**src/rtl/morse_decoder_pkg.sv**
```systemverilog
// ============================================================================
// Module : morse_decoder_pkg
// Brief  : Shared symbol encoding, limits, ASCII codes and FSM states for the
//          Morse receive path.
// Rev    : 1.0  initial release
// ============================================================================
`default_nettype none

package morse_decoder_pkg;

    // Symbols are stored LSB-first in order of arrival.
    localparam logic SYM_DOT  = 1'b1;
    localparam logic SYM_DASH = 1'b0;

    localparam int MORSE_MAX_SYMBOLS = 6;

    localparam logic [7:0] ASCII_SPACE = 8'h20;
    localparam logic [7:0] ASCII_ERR   = 8'h3F;

    typedef enum logic [1:0] {
        ST_IDLE  = 2'd0,
        ST_MARK  = 2'd1,
        ST_SPACE = 2'd2,
        ST_GAP   = 2'd3
    } state_e;

endpackage

`default_nettype wire

```
**src/rtl/morse_code_to_ascii.sv**
```systemverilog
// ============================================================================
// Module : morse_code_to_ascii
// Brief  : Combinational lookup from (length, LSB-first dot/dash pattern) to
//          uppercase A-Z / 0-9; hit_o is low for codes outside the alphabet.
// Rev    : 1.0  initial release
// ============================================================================
`default_nettype none

module morse_code_to_ascii
    import morse_decoder_pkg::*;
(
    input  logic [3:0]                   len_i,
    input  logic [MORSE_MAX_SYMBOLS-1:0] morse_i,
    output logic [7:0]                   ascii_o,
    output logic                         hit_o
);

    logic [7:0] code_char;

    // Pattern bit 0 is the first symbol received; 1 = dot, 0 = dash.
    always_comb begin
        code_char = 8'h00;
        case ({len_i, morse_i})
            {4'd1, 6'd1}:  code_char = "E";
            {4'd1, 6'd0}:  code_char = "T";
            {4'd2, 6'd1}:  code_char = "A";
            {4'd2, 6'd3}:  code_char = "I";
            {4'd2, 6'd0}:  code_char = "M";
            {4'd2, 6'd2}:  code_char = "N";
            {4'd3, 6'd6}:  code_char = "D";
            {4'd3, 6'd4}:  code_char = "G";
            {4'd3, 6'd2}:  code_char = "K";
            {4'd3, 6'd0}:  code_char = "O";
            {4'd3, 6'd5}:  code_char = "R";
            {4'd3, 6'd7}:  code_char = "S";
            {4'd3, 6'd3}:  code_char = "U";
            {4'd3, 6'd1}:  code_char = "W";
            {4'd4, 6'd14}: code_char = "B";
            {4'd4, 6'd10}: code_char = "C";
            {4'd4, 6'd11}: code_char = "F";
            {4'd4, 6'd15}: code_char = "H";
            {4'd4, 6'd1}:  code_char = "J";
            {4'd4, 6'd13}: code_char = "L";
            {4'd4, 6'd9}:  code_char = "P";
            {4'd4, 6'd4}:  code_char = "Q";
            {4'd4, 6'd7}:  code_char = "V";
            {4'd4, 6'd6}:  code_char = "X";
            {4'd4, 6'd2}:  code_char = "Y";
            {4'd4, 6'd12}: code_char = "Z";
            {4'd5, 6'd0}:  code_char = "0";
            {4'd5, 6'd1}:  code_char = "1";
            {4'd5, 6'd3}:  code_char = "2";
            {4'd5, 6'd7}:  code_char = "3";
            {4'd5, 6'd15}: code_char = "4";
            {4'd5, 6'd31}: code_char = "5";
            {4'd5, 6'd30}: code_char = "6";
            {4'd5, 6'd28}: code_char = "7";
            {4'd5, 6'd24}: code_char = "8";
            {4'd5, 6'd16}: code_char = "9";
            default:       code_char = 8'h00;
        endcase
    end

    assign hit_o   = (code_char != 8'h00);
    assign ascii_o = hit_o ? code_char : ASCII_ERR;

endmodule

`default_nettype wire

```
**src/rtl/morse_decoder.sv**
```systemverilog
// ============================================================================
// Module : morse_decoder
// Brief  : Times marks/spaces on a Morse line, assembles up to 6 symbols per
//          letter and emits one ASCII byte per letter plus 8'h20 per word gap.
//          Optional macro MORSE_DECODER_SYNC_EN adds a 2-flop input synchronizer.
// Rev    : 1.0  initial release
// ============================================================================
`default_nettype none

module morse_decoder
    import morse_decoder_pkg::*;
#(
    parameter int MORSE_CYCLES = 10
) (
    input  logic       clk_i,
    input  logic       reset_i,
    input  logic       morse_i,
    output logic [7:0] ascii_o,
    output logic       valid_o,
    output logic       err_o
);

    localparam int COUNTER_BITS = $clog2(5 * MORSE_CYCLES) + 1;
    localparam int SYM_W        = MORSE_MAX_SYMBOLS;

    localparam logic [COUNTER_BITS-1:0] DASH_MIN_CYCLES   = COUNTER_BITS'(2 * MORSE_CYCLES);
    localparam logic [COUNTER_BITS-1:0] LETTER_GAP_CYCLES = COUNTER_BITS'(2 * MORSE_CYCLES);
    localparam logic [COUNTER_BITS-1:0] WORD_GAP_CYCLES   = COUNTER_BITS'(5 * MORSE_CYCLES);
    localparam logic [COUNTER_BITS-1:0] CNT_ONE           = COUNTER_BITS'(1);
    localparam logic [COUNTER_BITS-1:0] CNT_MAX           = '1;
    localparam logic [3:0]              MAX_LEN           = 4'(MORSE_MAX_SYMBOLS);

    logic line_s;

`ifdef MORSE_DECODER_SYNC_EN
    logic [1:0] sync_q;

    always_ff @(posedge clk_i or posedge reset_i) begin
        if (reset_i) begin
            sync_q <= 2'b00;
        end else begin
            sync_q <= {sync_q[0], morse_i};
        end
    end

    assign line_s = sync_q[1];
`else
    assign line_s = morse_i;
`endif

    state_e                  state_q, state_d;
    logic [COUNTER_BITS-1:0] count_q, count_d;
    logic [SYM_W-1:0]        sym_q,   sym_d;
    logic [3:0]              len_q,   len_d;
    logic                    ovf_q,   ovf_d;
    logic                    word_q,  word_d;
    logic [7:0]              ascii_q, ascii_d;
    logic                    valid_q, valid_d;
    logic                    err_q,   err_d;

    logic [COUNTER_BITS-1:0] count_inc;
    logic                    sym_bit;
    logic [7:0]              lut_ascii;
    logic                    lut_hit;
    logic                    letter_ok;

    morse_code_to_ascii u_lut (
        .len_i   (len_q),
        .morse_i (sym_q),
        .ascii_o (lut_ascii),
        .hit_o   (lut_hit)
    );

    assign count_inc = (count_q == CNT_MAX) ? count_q : count_q + CNT_ONE;
    assign sym_bit   = (count_q < DASH_MIN_CYCLES) ? SYM_DOT : SYM_DASH;
    assign letter_ok = lut_hit && !ovf_q;

    always_comb begin
        state_d = state_q;
        count_d = count_q;
        sym_d   = sym_q;
        len_d   = len_q;
        ovf_d   = ovf_q;
        word_d  = word_q;
        ascii_d = ascii_q;
        valid_d = 1'b0;
        err_d   = 1'b0;

        case (state_q)
            ST_IDLE: begin
                if (line_s) begin
                    sym_d   = '0;
                    len_d   = '0;
                    ovf_d   = 1'b0;
                    count_d = CNT_ONE;
                    state_d = ST_MARK;
                end
            end

            ST_MARK: begin
                if (line_s) begin
                    count_d = count_inc;
                end else begin
                    if (len_q == MAX_LEN) begin
                        ovf_d = 1'b1;
                    end else begin
                        sym_d = sym_q | (SYM_W'(sym_bit) << len_q);
                        len_d = len_q + 4'd1;
                    end
                    count_d = CNT_ONE;
                    state_d = ST_SPACE;
                end
            end

            ST_SPACE: begin
                // A gap of exactly LETTER_GAP_CYCLES ends the letter even if
                // the line rises on the same sample.
                if (count_q == LETTER_GAP_CYCLES) begin
                    ascii_d = letter_ok ? lut_ascii : ASCII_ERR;
                    err_d   = !letter_ok;
                    valid_d = 1'b1;
                    word_d  = 1'b1;
                    count_d = count_inc;
                    state_d = ST_GAP;
                end else if (line_s) begin
                    count_d = CNT_ONE;
                    state_d = ST_MARK;
                end else begin
                    count_d = count_inc;
                end
            end

            ST_GAP: begin
                if (line_s) begin
                    sym_d   = '0;
                    len_d   = '0;
                    ovf_d   = 1'b0;
                    count_d = CNT_ONE;
                    state_d = ST_MARK;
                end else begin
                    count_d = count_inc;
                    if (count_q == WORD_GAP_CYCLES && word_q) begin
                        ascii_d = ASCII_SPACE;
                        valid_d = 1'b1;
                        word_d  = 1'b0;
                    end
                end
            end

            default: begin
                state_d = ST_IDLE;
            end
        endcase
    end

    always_ff @(posedge clk_i or posedge reset_i) begin
        if (reset_i) begin
            state_q <= ST_IDLE;
            count_q <= '0;
            sym_q   <= '0;
            len_q   <= '0;
            ovf_q   <= 1'b0;
            word_q  <= 1'b0;
            ascii_q <= 8'h00;
            valid_q <= 1'b0;
            err_q   <= 1'b0;
        end else begin
            state_q <= state_d;
            count_q <= count_d;
            sym_q   <= sym_d;
            len_q   <= len_d;
            ovf_q   <= ovf_d;
            word_q  <= word_d;
            ascii_q <= ascii_d;
            valid_q <= valid_d;
            err_q   <= err_d;
        end
    end

    assign ascii_o = ascii_q;
    assign valid_o = valid_q;
    assign err_o   = err_q;

endmodule

`default_nettype wire

```
**config.mk**
```make
export PLATFORM = sky130hd
export DESIGN_NAME = morse_decoder
export DESIGN_NICKNAME = d
export VERILOG_FILES = /design/src/rtl/morse_decoder_pkg.sv /design/src/rtl/morse_code_to_ascii.sv /design/src/rtl/morse_decoder.sv
export SDC_FILE = /design/constraint.sdc
export NUM_CORES = 1
export LEC_CHECK = 0
export BUFFER_PORTS_ARGS = -buffer_cell sky130_fd_sc_hd__buf_2
export CAP_MARGIN = 20
export CELL_PAD_IN_SITES_DETAIL_PLACEMENT = 2
export CELL_PAD_IN_SITES_GLOBAL_PLACEMENT = 2
export CORE_MARGIN = 10
export CORE_UTILIZATION = 38
export DETAILED_ROUTE_END_ITERATION = 10
export PLACE_DENSITY_LB_ADDON = 0.1
export REMOVE_ABC_BUFFERS = 1
export SETUP_SLACK_MARGIN = 0.4
export SYNTH_ARGS = -nofsm -noshare
export SYNTH_HDL_FRONTEND = slang
export SYNTH_HIERARCHICAL = 1
export SYNTH_SLANG_ARGS = --single-unit
```
**constraint.sdc**
```tcl
create_clock -name clk_i -period 3.5 [get_ports clk_i]
set_clock_uncertainty 0.2 [all_clocks]
set_input_delay 0.7 -clock clk_i [delete_from_list [all_inputs] [get_ports clk_i]]
set_output_delay 0.7 -clock clk_i [all_outputs]
set_load 0.02 [all_outputs]
```
==> metrics.txt, run 1 <==
Post-Syn Area 0.002474 mm^2; Vias 2,371; GP Congestion 0.9026; average size of a mapped cell 8.357 um^2; post-route ant nets 0; gr ovfl total 0; post-layout util 42.54%; Port Buffers 12; Final HPWL DP 5992 um; Synth area leaders dfrtp_1 31%, ha_1 5.1%, nor2_1 4.6%; leakage 0.001119 uW; drc violations 0; Cells after Synth 296; post-synthesis simple-gate area fraction 26.91%; delay-heaviest family, CP simple AND/OR/NAND/NOR gates; Setup-failing EPs final 0; power density over the cells 651.6 mW/mm^2; number of cells on the worst reg-to-reg path 7; Area Overhead vs Synth 9.206%; total CTS buffers 5; Max Freq 0.3450 GHz; Worst Hold Class primary input to async pin; Max Cap Viol 0; Synth top cells by count 31 x dfrtp_1, 30 x nor2_1, 19 x nand2_1; Die W 100.7 um; Synthesis Warnings 6; layout cell share with drive strength beyond 1 14.19%; pin count of the biggest net entering global routing 32; RSZ-0062 raised after global routing false; flops & latches, synth 31; hold buffers post-CTS 0; io pins 13; Yosys cell types 73; Final #Nets 315; Crit Reg-Reg Startpoint sym_q[4]; post-synthesis sequential area ratio 31.36%; XOR/XNOR Fraction of Synth Area 1.770%; Post-synth EDFFs 0; first-pass GRT wire length 13,710 um; Rel. slew slack 51.48%; CTS max path bufs 2; DR iter-0 viols 74; Worst setup SP type flop; worst-margin pin slew 0.7177 ns; CP required 3.47 ns; CP Max Fanout 12; clock transition at the registers of the reported paths 0.07 ns; min cycle time layout 2.899 ns; Async SR Flop Fraction 100.0%; die area 0.01014 mm^2; largest family of logic cells by synthesized area simple AND/OR/NAND/NOR gates; crit-path cells or4_1 > or4_4 > o211ai_2 > a311o_4 > nand2b_1 > nor3_1 > a21oi_1; drt wl/cell 21.38 um; FF-to-FF End ascii_o[5]; Core Region 0.006350 mm^2; Final WS setup 0.6015 ns; DR pass1 iterations 4; VDD IR max 0.0002902 V; CP max stage cell or4_1; postcts setup bufs 0; CP bufs+invs 0; pre-CTS setup slack 0.5837 ns; root buffer cell clkbuf_8; starting density of the core 38.96%; R2R setup slack 0.60 ns; count leader, synth dfrtp_1; post-DR vias/cell 6.239; die height 100.7 um; Final period util 82.81%; Synth top area share 31.36%; Skew-Pair Late Insertion Delay 0.29 ns; htree depth 2; post-synthesis compound-gate area fraction 26.81%; Post-synth top flop dfrtp_1; dominant cell type by area after synthesis dfrtp_1; WP data arrival 2.86 ns; status finished, final reports clean; mux cell area share after synthesis 2.074%; vias in the first global route 2,555; worst setup path class flop to flop; initial antenna violation count 0; Crit path largest cell delay 0.69 ns; Fin. Hold Viols 0; GRT Util Overall 16.63%; CTS Sinks 31; TritonCTS clock tree yes; post-synthesis adder-cell area fraction 5.058%; Fin Setup TNS 0 ns; Crit. End Element flop; ant diodes 0; Final Max Slew Viols 0; final wirelength 8125 um; Cell Rows 29; CTS resizes 0
==> report_power, final <==
part	switching [uW]	internal (uW)	leakage (uW)
clock network	147	179	0.0000505
logic	539	329	0.000650
registers	156	410	0.000418
total	842	918	0.00112
==> logic make-up after synthesis <==
logic type | Yosys count
other | 1
buffers and inverters | 36
XOR/XNOR | 5
adder cells (fa/ha/maj) | 10
AND/OR/NAND/NOR | 119
AO/OA/AOI/OAI | 89
flip-flops | 31
multiplexers | 5
==> cell usage in the layout (no fill, tap or decap), types with 4 or more instances in the layout <==
master	instances
dfrtp_1	31
nor2_1	30
nand2_1	19
inv_1	16
o21ai_0	14
buf_2	12
a21oi_1	11
ha_1	10
nand3_1	9
nor3_1	9
a31oi_1	9
o2bb2ai_1	8
nand2b_1	7
clkbuf_8	7
buf_4	7
nor2b_1	6
and3_1	5
nor4b_1	4
a22o_1	4
nor4_1	4
mux2i_1	4
o32ai_1	4
==> worst reg2reg max path, delay by kind of cell (launching register included) <==
kind	cells	cell delay, ns
AND/OR/NAND/NOR	4	1.71
AO/OA/AOI/OAI	3	0.37
flip-flops	1	0.50
==> flip-flops by register name, indices dropped and copies added (netlist names) <==
| signal | count |
|---|---|
| state_q | 2 |
| err_o | 1 |
| valid_o | 1 |
| len_q | 4 |
| count_q | 7 |
| ovf_q | 1 |
| sym_q | 6 |
| ascii_o | 8 |
| word_q | 1 |
==> worst max path at each step <==
stage | startpoint | end | slack, ns | depth (start not counted)
2_1_floorplan | len_q[2] | ascii_o[5] | 0.96 | 7
3_5_place_dp | sym_q[4] | ascii_o[5] | 0.58 | 7
6_report | sym_q[4] | ascii_o[5] | 0.60 | 7
4_1_cts | sym_q[4] | ascii_o[5] | 0.57 | 7
5_1_grt | len_q[1] | ascii_o[5] | 0.43 | 7
3_3_place_gp | sym_q[4] | ascii_o[5] | 0.76 | 7
==> through the flow <==
step	std cells	hold slack (ns)	cell area (um^2)	power, uW
floorplan	276	0.2558	2389	1135
global placement	372	0.2714	2597	1406
detailed placement	372	0.2770	2597	1440
CTS	380	0.2957	2701	1777
global route	380	0.3197	2701	1909
finish	380	0.2835	2701	1760
==> layer usage <==
metal | wire (um) | part of all wire [%] | GRT usage, %
met2 | 4192 | 52 | 28.11
met1 | 3606 | 44 | 20.66
met5 | 0 | 0 | 0
met4 | 171 | 2.1 | 5.652
met3 | 155 | 1.9 | 2.949
==> area by class of cell <==
cell class / instances / area (um^2)
clock buffers: 7 / 96.34
inverters: 16 / 60.06
well taps: 77 / 96.34
fillers: 710 / 3649
clock inverters: 1 / 7.507
multi-input cells: 229 / 1553
flip-flops and latches: 31 / 775.7
repair buffers: 19 / 112.6
No activity file was read; power rests on OpenSTA's default activity.
==> inputs of run 2 (changes only) <==
--- a/config.mk
+++ b/config.mk
@@ -10,7 +10,7 @@
 export CELL_PAD_IN_SITES_DETAIL_PLACEMENT = 2
 export CELL_PAD_IN_SITES_GLOBAL_PLACEMENT = 2
 export CORE_MARGIN = 10
-export CORE_UTILIZATION = 38
+export CORE_UTILIZATION = 34
 export DETAILED_ROUTE_END_ITERATION = 10
 export PLACE_DENSITY_LB_ADDON = 0.1
 export REMOVE_ABC_BUFFERS = 1
==> constraint.sdc (replaced) <==
create_clock -name clk_i -period 2.55 [get_ports clk_i]
set_clock_uncertainty 0.2 [all_clocks]
set_input_delay 0.51 -clock clk_i [delete_from_list [all_inputs] [get_ports clk_i]]
set_output_delay 0.51 -clock clk_i [all_outputs]
set_load 0.02 [all_outputs]
==> run 2 against run 1 <==
  * Clock power increased by 36%
  * Setup slack got worse by 0.47 ns
  * Final cell count increased by 12%
  * Design area increased by 12%
  * Utilization decreased by 0.40 points
  * Sequential share of layout area decreased by 2.9 points
  * Critical path type unchanged
  * Highest routed layer unchanged
==> metrics.txt, run 2 (synthesis results as in run 1) <==
status finished, final reports clean; VDD IR max 0.0004915 V (+69%); CP bufs+invs 1 (+1); starting density of the core 34.47% (-4.5 points); vias in the first global route 2,655 (+3.9%); sequential power share 25.8% (-6.4 points); power density over the cells 900.8 mW/mm^2 (+38%); Psw 1236 uW (+47%); first-pass GRT wire length 14,090 um (+2.8%); max FFs per register 8 (unchanged); Crit path largest cell delay 0.54 ns (-0.15 ns); GP Congestion 0.8375 (-7.2%); commonest non-fill, non-tap cells in the layout 29 x nor2_1, 29 x buf_4, 28 x dfrtp_1; CTS Sinks 31 (unchanged); ant diodes 0 (unchanged); io pins 13 (unchanged); Final period util 94.87% (+12 points); Worst setup SP type flop; met2 WL 4145 um (-1.1%); placed cell count 416 (+12%); CP max stage cell or4_4; FF+latch area 779.5 um^2 (+0.48%); Max Cap Viol 0 (unchanged); Fin Setup TNS 0 ns (unchanged); Max Freq 0.4133 GHz (+20%); Setup-failing EPs final 0 (unchanged); Final Max Slew Viols 0 (unchanged); pin count of the biggest net entering global routing 32 (unchanged); initial antenna violation count 0 (unchanged); top sig layer met4; final wirelength 8289 um (+2.0%); Area Overhead vs Synth 22.26%; Cell Rows 31 (+6.9%); Core Region 0.007176 mm^2 (+13%); clock power share 16.2% (-2.3 points); gr ovfl total 0 (unchanged); hold buffers post-CTS 0 (unchanged); WP data arrival 2.38 ns (-0.48 ns); Port Buffers 12 (unchanged); most used cell, CP or4_4; Final #Nets 339 (+7.6%); min cycle time layout 2.419 ns (-0.4792 ns); DR iter-0 viols 84 (+14%); Final HPWL DP 6215 um (+3.7%); delay-heaviest family, CP simple AND/OR/NAND/NOR gates; R2R setup slack 0.13 ns (-0.47 ns); internal power 1488 uW (+62%); WL met3 175 um (+13%); Comb power frac 58.0% (+8.7 points); TritonCTS clock tree yes; RSZ-0062 raised after global routing true; crit-path cells or4_4 > or4_4 > o211ai_4 > a311o_4 > buf_6 > o2111ai_1 > nor2_1 > o2bb2ai_1; Skew-Pair Late Insertion Delay 0.28 ns (about the same); layout cell share with drive strength beyond 1 26.30% (+12 points); Non-Filler Instances 426 (+12%); post-DR vias/cell 5.650 (-9.4%); worst hold margin 0.1218 ns (-0.1617 ns); multi-input logic area 0.001648 mm^2 (+6.1%); Worst Hold Class primary input to async pin; Crit. End Element flop; drc violations 0 (unchanged); wl on met1 3874 um (+7.4%); switch share 45.39% (-2.5 points); DR pass1 iterations 4 (unchanged); filler cell count 832 (+17%); drt wl/cell 19.46 um (-9.0%); die height 105.3 um (+4.6%); Die W 105.3 um (+4.6%); CP Max Fanout 4 (-8); htree depth 2 (unchanged); root buffer cell clkbuf_8; CTS max path bufs 2 (unchanged); CP required 2.51 ns (-0.96 ns); Vias 2,407 (+1.5%); post-route ant nets 0 (unchanged); total CTS buffers 5 (unchanged); GRT Util Overall 15.17% (-1.5 points); leakage 0.001264 uW (+13%); Fin. Hold Viols 0 (unchanged); post-layout util 42.14% (-0.40 points); worst setup path class flop to flop; clock transition at the registers of the reported paths 0.07 ns (about the same); die area 0.01109 mm^2 (+9.4%)
run 2: cell count changes in the layout (fill, tap and decap cells not counted), sizes merged:
| cell | before | now |
|---|---|---|
| buf | 19 | 43 |
run 2: worst min-delay path: cells and delay by family:
family | cells | cell delay [ns]
buffers and inverters | 3 | 0.52
run 2: layer usage:
metal	global-route usage (%)	up-vias
met5	0	-
met4	3.039	0
met3	2.558	11
met2	26.09	21
met1	19.46	1210
li1	-	1165
run 2: worst paths after layout:
kind | from | cells past startpoint | endpoint
min in group clk_i | ascii_o[0] | 1 | ascii_o[0]
max reg2reg | sym_q[5] | 8 | ascii_o[1]
min reg2reg | ascii_o[0] | 1 | ascii_o[0]
max in group asynchronous | reset_i | 3 | len_q[0]
max | sym_q[5] | 8 | ascii_o[1]
min | reset_i | 3 | valid_o
run 2: area by class of cell:
class / instances / share of cell area [%]
clock buffer: 7 / 3.186
clock inverter: 1 / 0.2482
inverter: 16 / 1.986
multi-input combinational: 229 / 54.49
sequential: 31 / 25.78
tap: 99 / 4.096
timing repair buffer: 43 / 10.22
run 2: repair_timing:
action	CTS	global route
endpoints found under the setup margin	12	12
setup buffers	1	1
gates resized for setup	12	17
cloned	0	0
pin swaps	6	3
run 2: through the flow:
step                setup WS [ns]  area, um^2  total power [uW]
finish                     0.1307        3024              2724
global route              0.04154        3024              2948
CTS                        0.1301        2959              2675
detailed placement        0.01302        2803              2146
global placement          0.07272        2803              2102
floorplan                0.008182        2389              1558
run 2: power by group through the flow:
| stage | clock (uW) | sequential [uW] | combinational [uW] |
|---|---|---|---|
| 2_1_floorplan | 0 | 741 | 817 |
| 3_3_place_gp | 0 | 692 | 1410 |
| 3_5_place_dp | 0 | 698 | 1450 |
| 4_1_cts | 459 | 691 | 1530 |
| 5_1_grt | 481 | 723 | 1740 |
| 6_report | 442 | 703 | 1580 |
